--- src/rtl/adxl345_poll_ctrl.sv ---
// ADXL345 bring-up and polling controller over an external 16-bit SPI master.
// Checks DEVID, writes three config registers, then reads NUM_CH axes per sample tick and averages 2^AVG_LOG2 samples.
// Outputs are registered. data_valid fires the cycle after the final byte of an averaging window is captured.
module adxl345_poll_ctrl #(
    parameter int NUM_CH     = 3,
    parameter int SAMPLE_DIV = 100000,
    parameter int AVG_LOG2   = 0,
    parameter int BUSY_TO    = 64
) (
    input  logic                 clk,
    input  logic                 reset,
    input  logic                 spi_busy,
    input  logic [15:0]          spi_rx,
    output logic [15:0]          spi_tx,
    output logic                 spi_start,
    output logic [16*NUM_CH-1:0] axis_data,
    output logic                 data_valid,
    output logic                 dev_err,
    output logic                 spi_err,
    output logic                 overrun
);
    localparam int         AW      = 16 + AVG_LOG2;
    localparam int         TW      = (SAMPLE_DIV > 1) ? $clog2(SAMPLE_DIV) : 1;
    localparam int         BW      = $clog2(BUSY_TO + 1);
    localparam logic [4:0] NAVG    = 5'(1 << AVG_LOG2);
    localparam logic [1:0] LAST_CH = 2'(NUM_CH - 1);

    typedef enum logic [2:0] {ST_ID_RD, ST_CFG, ST_WAIT_TICK, ST_RD, ST_ERR} state_t;
    // Sub-phases of one SPI transfer: request, wait for busy to rise, wait for busy to fall.
    typedef enum logic [1:0] {PH_ISSUE, PH_BUSY_HI, PH_BUSY_LO} phase_t;

    state_t                state_q, state_d;
    phase_t                phase_q, phase_d;
    logic [TW-1:0]         tick_q;
    logic                  tick_wrap;
    logic [1:0]            ch_q, ch_d;
    logic                  hi_q, hi_d;
    logic [1:0]            cfg_q, cfg_d;
    logic [7:0]            lo_q, lo_d;
    logic [BW-1:0]         to_q, to_d;
    logic [4:0]            cnt_q, cnt_d;
    logic signed [AW-1:0]  acc_q [NUM_CH];
    logic signed [AW-1:0]  acc_d [NUM_CH];
    logic [16*NUM_CH-1:0]  axis_q, axis_d;
    logic [15:0]           tx_q, tx_d;
    logic                  start_q, start_d;
    logic                  dv_q, dv_d;
    logic                  dev_err_q, dev_err_d;
    logic                  spi_err_q, spi_err_d;
    logic                  pend_q, pend_d;
    logic                  ovr_q, ovr_d;

    logic                  xfer_done;
    logic                  consume;
    logic [15:0]           xfer_word;
    logic [15:0]           cfg_word;
    logic [5:0]            rd_addr;
    logic signed [15:0]    sample;
    logic signed [AW-1:0]  sh;
    logic                  unused_rx;

    // Only the low byte of a transfer result carries register data.
    assign unused_rx  = ^spi_rx[15:8];
    assign tick_wrap  = (tick_q == TW'(SAMPLE_DIV - 1));

    // Free-running sample-rate divider, independent of FSM state.
    always_ff @(posedge clk) begin
        if (reset || tick_wrap) tick_q <= '0;
        else                    tick_q <= tick_q + TW'(1);
    end

    // Next-state, transfer sequencing and accumulate/average datapath.
    always_comb begin
        state_d   = state_q;
        phase_d   = phase_q;
        ch_d      = ch_q;
        hi_d      = hi_q;
        cfg_d     = cfg_q;
        lo_d      = lo_q;
        to_d      = to_q;
        cnt_d     = cnt_q;
        acc_d     = acc_q;
        axis_d    = axis_q;
        tx_d      = tx_q;
        start_d   = 1'b0;
        dv_d      = 1'b0;
        dev_err_d = dev_err_q;
        spi_err_d = spi_err_q;
        xfer_done = 1'b0;
        consume   = 1'b0;
        sample    = '0;
        sh        = '0;
        rd_addr   = 6'h32 + {3'b000, ch_q, hi_q};

        case (cfg_q)
            2'd0:    cfg_word = 16'h2C0A;
            2'd1:    cfg_word = 16'h310B;
            default: cfg_word = 16'h2D08;
        endcase
        xfer_word = 16'h8000;
        if (state_q == ST_CFG)     xfer_word = cfg_word;
        else if (state_q == ST_RD) xfer_word = {2'b10, rd_addr, 8'h00};

        if (state_q == ST_ID_RD || state_q == ST_CFG || state_q == ST_RD) begin
            case (phase_q)
                PH_ISSUE: begin
                    tx_d    = xfer_word;
                    start_d = 1'b1;
                    to_d    = '0;
                    phase_d = PH_BUSY_HI;
                end
                PH_BUSY_HI: begin
                    if (spi_busy) begin
                        phase_d = PH_BUSY_LO;
                    end else if (to_q == BW'(BUSY_TO - 1)) begin
                        spi_err_d = 1'b1;
                        state_d   = ST_ERR;
                        phase_d   = PH_ISSUE;
                    end else begin
                        to_d = to_q + BW'(1);
                    end
                end
                default: begin
                    if (!spi_busy) begin
                        xfer_done = 1'b1;
                        phase_d   = PH_ISSUE;
                    end
                end
            endcase
        end

        case (state_q)
            ST_ID_RD: begin
                if (xfer_done) begin
                    if (spi_rx[7:0] == 8'hE5) begin
                        dev_err_d = 1'b0;
                        cfg_d     = 2'd0;
                        state_d   = ST_CFG;
                    end else begin
                        dev_err_d = 1'b1;
                        state_d   = ST_ERR;
                    end
                end
            end
            ST_CFG: begin
                if (xfer_done) begin
                    if (cfg_q == 2'd2) state_d = ST_WAIT_TICK;
                    else               cfg_d   = cfg_q + 2'd1;
                end
            end
            ST_WAIT_TICK: begin
                if (pend_q) begin
                    consume = 1'b1;
                    ch_d    = 2'd0;
                    hi_d    = 1'b0;
                    phase_d = PH_ISSUE;
                    state_d = ST_RD;
                end
            end
            ST_RD: begin
                if (xfer_done) begin
                    if (!hi_q) begin
                        lo_d = spi_rx[7:0];
                        hi_d = 1'b1;
                    end else begin
                        hi_d   = 1'b0;
                        sample = {spi_rx[7:0], lo_q};
                        for (int k = 0; k < NUM_CH; k++) begin
                            if (2'(k) == ch_q) acc_d[k] = acc_q[k] + AW'(sample);
                        end
                        if (ch_q != LAST_CH) begin
                            ch_d = ch_q + 2'd1;
                        end else begin
                            ch_d    = 2'd0;
                            state_d = ST_WAIT_TICK;
                            if (cnt_q + 5'd1 == NAVG) begin
                                // Window complete: publish the floored mean and restart accumulation.
                                for (int k = 0; k < NUM_CH; k++) begin
                                    sh                   = acc_d[k] >>> AVG_LOG2;
                                    axis_d[16*k +: 16]   = sh[15:0];
                                    acc_d[k]             = '0;
                                end
                                dv_d  = 1'b1;
                                cnt_d = 5'd0;
                            end else begin
                                cnt_d = cnt_q + 5'd1;
                            end
                        end
                    end
                end
            end
            default: begin
                // ERR: drop stale ticks and partial sums; retry bring-up on the next wrap.
                consume = 1'b1;
                ch_d    = 2'd0;
                hi_d    = 1'b0;
                cnt_d   = 5'd0;
                for (int k = 0; k < NUM_CH; k++) acc_d[k] = '0;
                if (tick_wrap) begin
                    phase_d = PH_ISSUE;
                    state_d = ST_ID_RD;
                end
            end
        endcase

        pend_d = tick_wrap | (pend_q & ~consume);
        ovr_d  = ovr_q | (tick_wrap & pend_q & ~consume);
        if (state_q == ST_ERR) pend_d = 1'b0;
    end

    // State and datapath registers; reset abandons any transfer in flight.
    always_ff @(posedge clk) begin
        if (reset) begin
            state_q   <= ST_ID_RD;
            phase_q   <= PH_ISSUE;
            ch_q      <= '0;
            hi_q      <= 1'b0;
            cfg_q     <= '0;
            lo_q      <= '0;
            to_q      <= '0;
            cnt_q     <= '0;
            for (int k = 0; k < NUM_CH; k++) acc_q[k] <= '0;
            axis_q    <= '0;
            tx_q      <= '0;
            start_q   <= 1'b0;
            dv_q      <= 1'b0;
            dev_err_q <= 1'b0;
            spi_err_q <= 1'b0;
            pend_q    <= 1'b0;
            ovr_q     <= 1'b0;
        end else begin
            state_q   <= state_d;
            phase_q   <= phase_d;
            ch_q      <= ch_d;
            hi_q      <= hi_d;
            cfg_q     <= cfg_d;
            lo_q      <= lo_d;
            to_q      <= to_d;
            cnt_q     <= cnt_d;
            for (int k = 0; k < NUM_CH; k++) acc_q[k] <= acc_d[k];
            axis_q    <= axis_d;
            tx_q      <= tx_d;
            start_q   <= start_d;
            dv_q      <= dv_d;
            dev_err_q <= dev_err_d;
            spi_err_q <= spi_err_d;
            pend_q    <= pend_d;
            ovr_q     <= ovr_d;
        end
    end

    assign spi_tx     = tx_q;
    assign spi_start  = start_q;
    assign axis_data  = axis_q;
    assign data_valid = dv_q;
    assign dev_err    = dev_err_q;
    assign spi_err    = spi_err_q;
    assign overrun    = ovr_q;

endmodule

--- config.mk ---
export PLATFORM = sky130hd
export DESIGN_NAME = adxl345_poll_ctrl
export DESIGN_NICKNAME = d
export VERILOG_FILES = /design/src/rtl/adxl345_poll_ctrl.sv
export SDC_FILE = /design/constraint.sdc
export NUM_CORES = 1
export LEC_CHECK = 0
export ABC_CLOCK_PERIOD_IN_PS = 2500
export CAP_MARGIN = 20
export CELL_PAD_IN_SITES_DETAIL_PLACEMENT = 1
export CELL_PAD_IN_SITES_GLOBAL_PLACEMENT = 1
export CORE_UTILIZATION = 40
export DETAILED_ROUTE_END_ITERATION = 10
export GPL_TIMING_DRIVEN = 1
export PLACE_DENSITY_LB_ADDON = 0.1
export SETUP_SLACK_MARGIN = 0.4
export SYNTH_ARGS = -nofsm -noshare
export SYNTH_HDL_FRONTEND = slang
export SYNTH_SLANG_ARGS = --single-unit
export TNS_END_PERCENT = 10
--- constraint.sdc ---
create_clock -name clk -period 2.5 [get_ports clk]
set_clock_uncertainty 0.1 [all_clocks]
set_input_delay 0.5 -clock clk [delete_from_list [all_inputs] [get_ports clk]]
set_output_delay 0.5 -clock clk [all_outputs]
set_load 0.005 [all_outputs]
==> impl_metrics.yaml <==
critical_path:
  worstPathArrival_ns: 2.74
  cp.required_ns: 2.75
  cp_cell_sequence: "buf_6 > ha_4 > buf_4 > a211oi_4 > o211ai_1 > buf_4 > and4_1 > or3_4 > a21o_1 > a311oi_2"
  start_kind: "flop"
  path_max_fanout: 4
  critical_path_class: "flop to flop"
  critPathSlowestCell: "or3_4"
  slowest_delay_ns: 0.34
  crit_path_end_kind: "flop"
  path_common_cell: "buf_4"
floorplan:
  dieHeight_um: 153
  coreArea_sq_um: 22100
  ioPinCount: 88
  rows: 54
  fp.dieW_um: 153
  initial_core_util_pct: 41.4
  die_area_sq_um: 23500
drt:
  vias: 8932
  drtAntennaViolNets: 0
  firstDrtPassIters: 5
  drc: 0
  wirelength_um: 31900
  drt_iter0_markers: 291
  wl_per_cell_um: 20.4
  avgViaCountPerCell: 5.73
global_routing:
  grt_max_degree: 37
  antenna_found_initial: 0
  grt_first_pass_wirelength_um: 47900
  grt.total_usage_pct: 25.9
  grt_pass1_vias: 8916
  grt_overflow: 0
pwr:
  leakagePower_nw: 5.07
  vdd_drop_max_mv: 0.340
  pwr_density_cell_nw_per_um2: 444
logic_synthesis:
  ys.warnings.count: 0
  syn_area_per_cell_sq_um: 8.59
  synth_edf_count: 0
  ys_top_cells_by_area: "dfxtp_1, ha_1, nor2_1"
  synthCells: 1065
  synth_top_area_share_pct: 34.8
  synth_top_area_cell: "dfxtp_1"
  ys.flop_type: "dfxtp_1"
  synth.distinct_cells: 86
  synth_seq_cells: 159
  synthesis.area_sq_um: 9150
  synth-async-reset-ratio_pct: 0
  yosysSeqAreaShare_pct: 34.8
min_path:
  min_path_type: "flop to flop"
placed_design:
  gp_congestion: 0.908
  placed_cell_area_sq_um: 11300
  io_buffers: 73
  dp_worst_setup_slack_ns: -0.719
  dp_hpwl_um: 21400
outcome:
  status: "finished, final reports clean"
clock_tree:
  cts.path.max_buffers: 2
  path_clk_slew_ns: 0.07
  cts-htree-levels: 4
  cts_sinks: 159
  cts-buffers-inserted: 17
  cts_tree: "yes"
  clk_latency_ns: 0.44
  clockRootBuffer: "clkbuf_16"
  cts-hold-fix-buffers: 0
timing:
  max_freq_mhz: 402
  setup_viol: 0
  rsz0062_at_grt: "yes"
  slew_headroom_pct: 64.1
  maxSlewViolCount: 0
  holdWs_ns: 0.355
  tightest_slew_ns: 0.537
  layout_min_cycle_time_ns: 2.49
  hold_violations: 0
  fin_crit_sh_pct: 99.6
  final.setup.worst_slack_ns: 0.00984
layout:
  multi_input_area_sq_um: 6630
  area_delta_synth_final_pct: 41.7
  num_antenna_cells: 0
  final_net_count: 1348
  seqCellArea_sq_um: 3200
  fillers: 2502
  fin_area_sq_um: 13000
  drive_above_1_share_pct: 30.5
flow_run:
  max_cap_viol_count: 0
layout make-up:
type	count	share of cell area, %
Clock inverter	13	1.20
Tap cell	280	2.70
Clock buffer	18	3.39
Multi-Input combinational cell	822	51.2
Timing Repair Buffer	241	16.0
Inverter	27	0.811
Sequential cell	159	24.7
Yosys cell counts (11+ instances only):
cell	instances
dfxtp_1	159
ha_1	58
nand3_1	24
o21ai_0	46
buf_2	17
and4_1	13
a21oi_1	73
a31oi_1	14
nor2_1	119
a21o_1	26
clkbuf_1	27
nor2b_1	11
a22oi_1	13
mux2i_1	19
xnor2_1	26
nor3_1	26
and3_1	15
inv_1	26
xor2_1	26
a211oi_1	30
nand2_1	93
kinds of logic (layout without fill, tap and decap cells):
kind of cell | count (synthesis) | count (layout) | share of synthesized area (%)
AND/OR/NAND/NOR | 358 | 358 | 19.4
multiplexers | 29 | 29 | 3.31
AO/OA/AOI/OAI | 316 | 316 | 24.4
flip-flops | 159 | 159 | 34.8
buffers and inverters | 89 | 299 | 4.46
XOR/XNOR | 52 | 52 | 4.98
other | 1 | 6 | 0.0410
adder cells (fa/ha/maj) | 61 | 61 | 8.59
placed cells by master (no fill, tap or decap), types with 26 or more instances in the layout:
cell,Yosys,layout
buf_4,10,150
dfxtp_1,159,146
nor2_1,119,117
nand2_1,93,88
clkdlybuf4s50_1,0,65
a21oi_1,73,54
o21ai_0,46,29
ha_4,0,27
inv_1,26,26
what timing repair did:
item / in CTS / in global routing
pin swaps: 40 / 99
gates resized for setup: 77 / 125
setup buffers: 10 / 4
setup endpoints to repair: 77 / 111
gates cloned: 0 / 0
critical path: cells and delay by family (launching register included):
| family | cells | cell delay [ns] |
|---|---|---|
| flip-flops | 1 | 0.33 |
| adder cells (fa/ha/maj) | 1 | 0.17 |
| AO/OA/AOI/OAI | 4 | 0.81 |
| AND/OR/NAND/NOR | 2 | 0.53 |
| buffers and inverters | 3 | 0.44 |
worst paths after layout:
| kind | startpoint | slack (ns) | end | depth (start not counted) |
|---|---|---|---|---|
| setup reg to reg | lo_q[0] | 0.01 | axis_data[47] | 10 |
| hold / removal | spi_tx[13] | 0.35 | spi_tx[13] | 2 |
| hold reg to reg | spi_tx[13] | 0.35 | spi_tx[13] | 2 |
| setup / recovery | lo_q[0] | 0.01 | axis_data[47] | 10 |
flip-flops by register name, summed over array words and instances (netlist names):
signal / count
tick_q: 17
cfg_q: 2
spi_start: 1
pend_q: 1
cnt_q: 5
spi_tx: 10
spi_err: 1
acc_q: 48
dev_err: 1
lo_q: 8
overrun: 1
to_q: 7
phase_q: 2
state_q: 3
ch_q: 2
axis_data: 48
data_valid: 1
hi_q: 1
report_power, final:
group	switching (mW)	internal [mW]	total (mW)	leakage (nW)
Clock	1.17	1.51	2.68	0.275
Sequential	0.0255	2.55	2.58	1.29
Combinational	0.282	0.213	0.495	3.51
Total	1.47	4.28	5.75	5.07
metrics by stage:
step	util [%]	power, mW	cells	TNS, ns
after floorplan	-	2.87	1070	0
after global placement	51.2	3.08	1515	-16.98
after detailed placement	51.2	3.09	1515	-18.76
after CTS	55.8	5.79	1556	-0.0165
after global routing	58.7	5.96	1560	-0.126
final	58.7	5.75	1560	0
per-layer routing:
layer / track usage (%) / part of all wire, % / vias to the layer above / routed length [um]
met2: 44.9 / 51 / 163 / 16200
met5: 0 / 0 / - / 0
met1: 33.1 / 44 / 4450 / 14100
met3: 3.49 / 3.2 / 45 / 1010
li1: - / - / 4274 / -
met4: 7.79 / 1.8 / 0 / 580
Power figures use the tool's default switching activity.
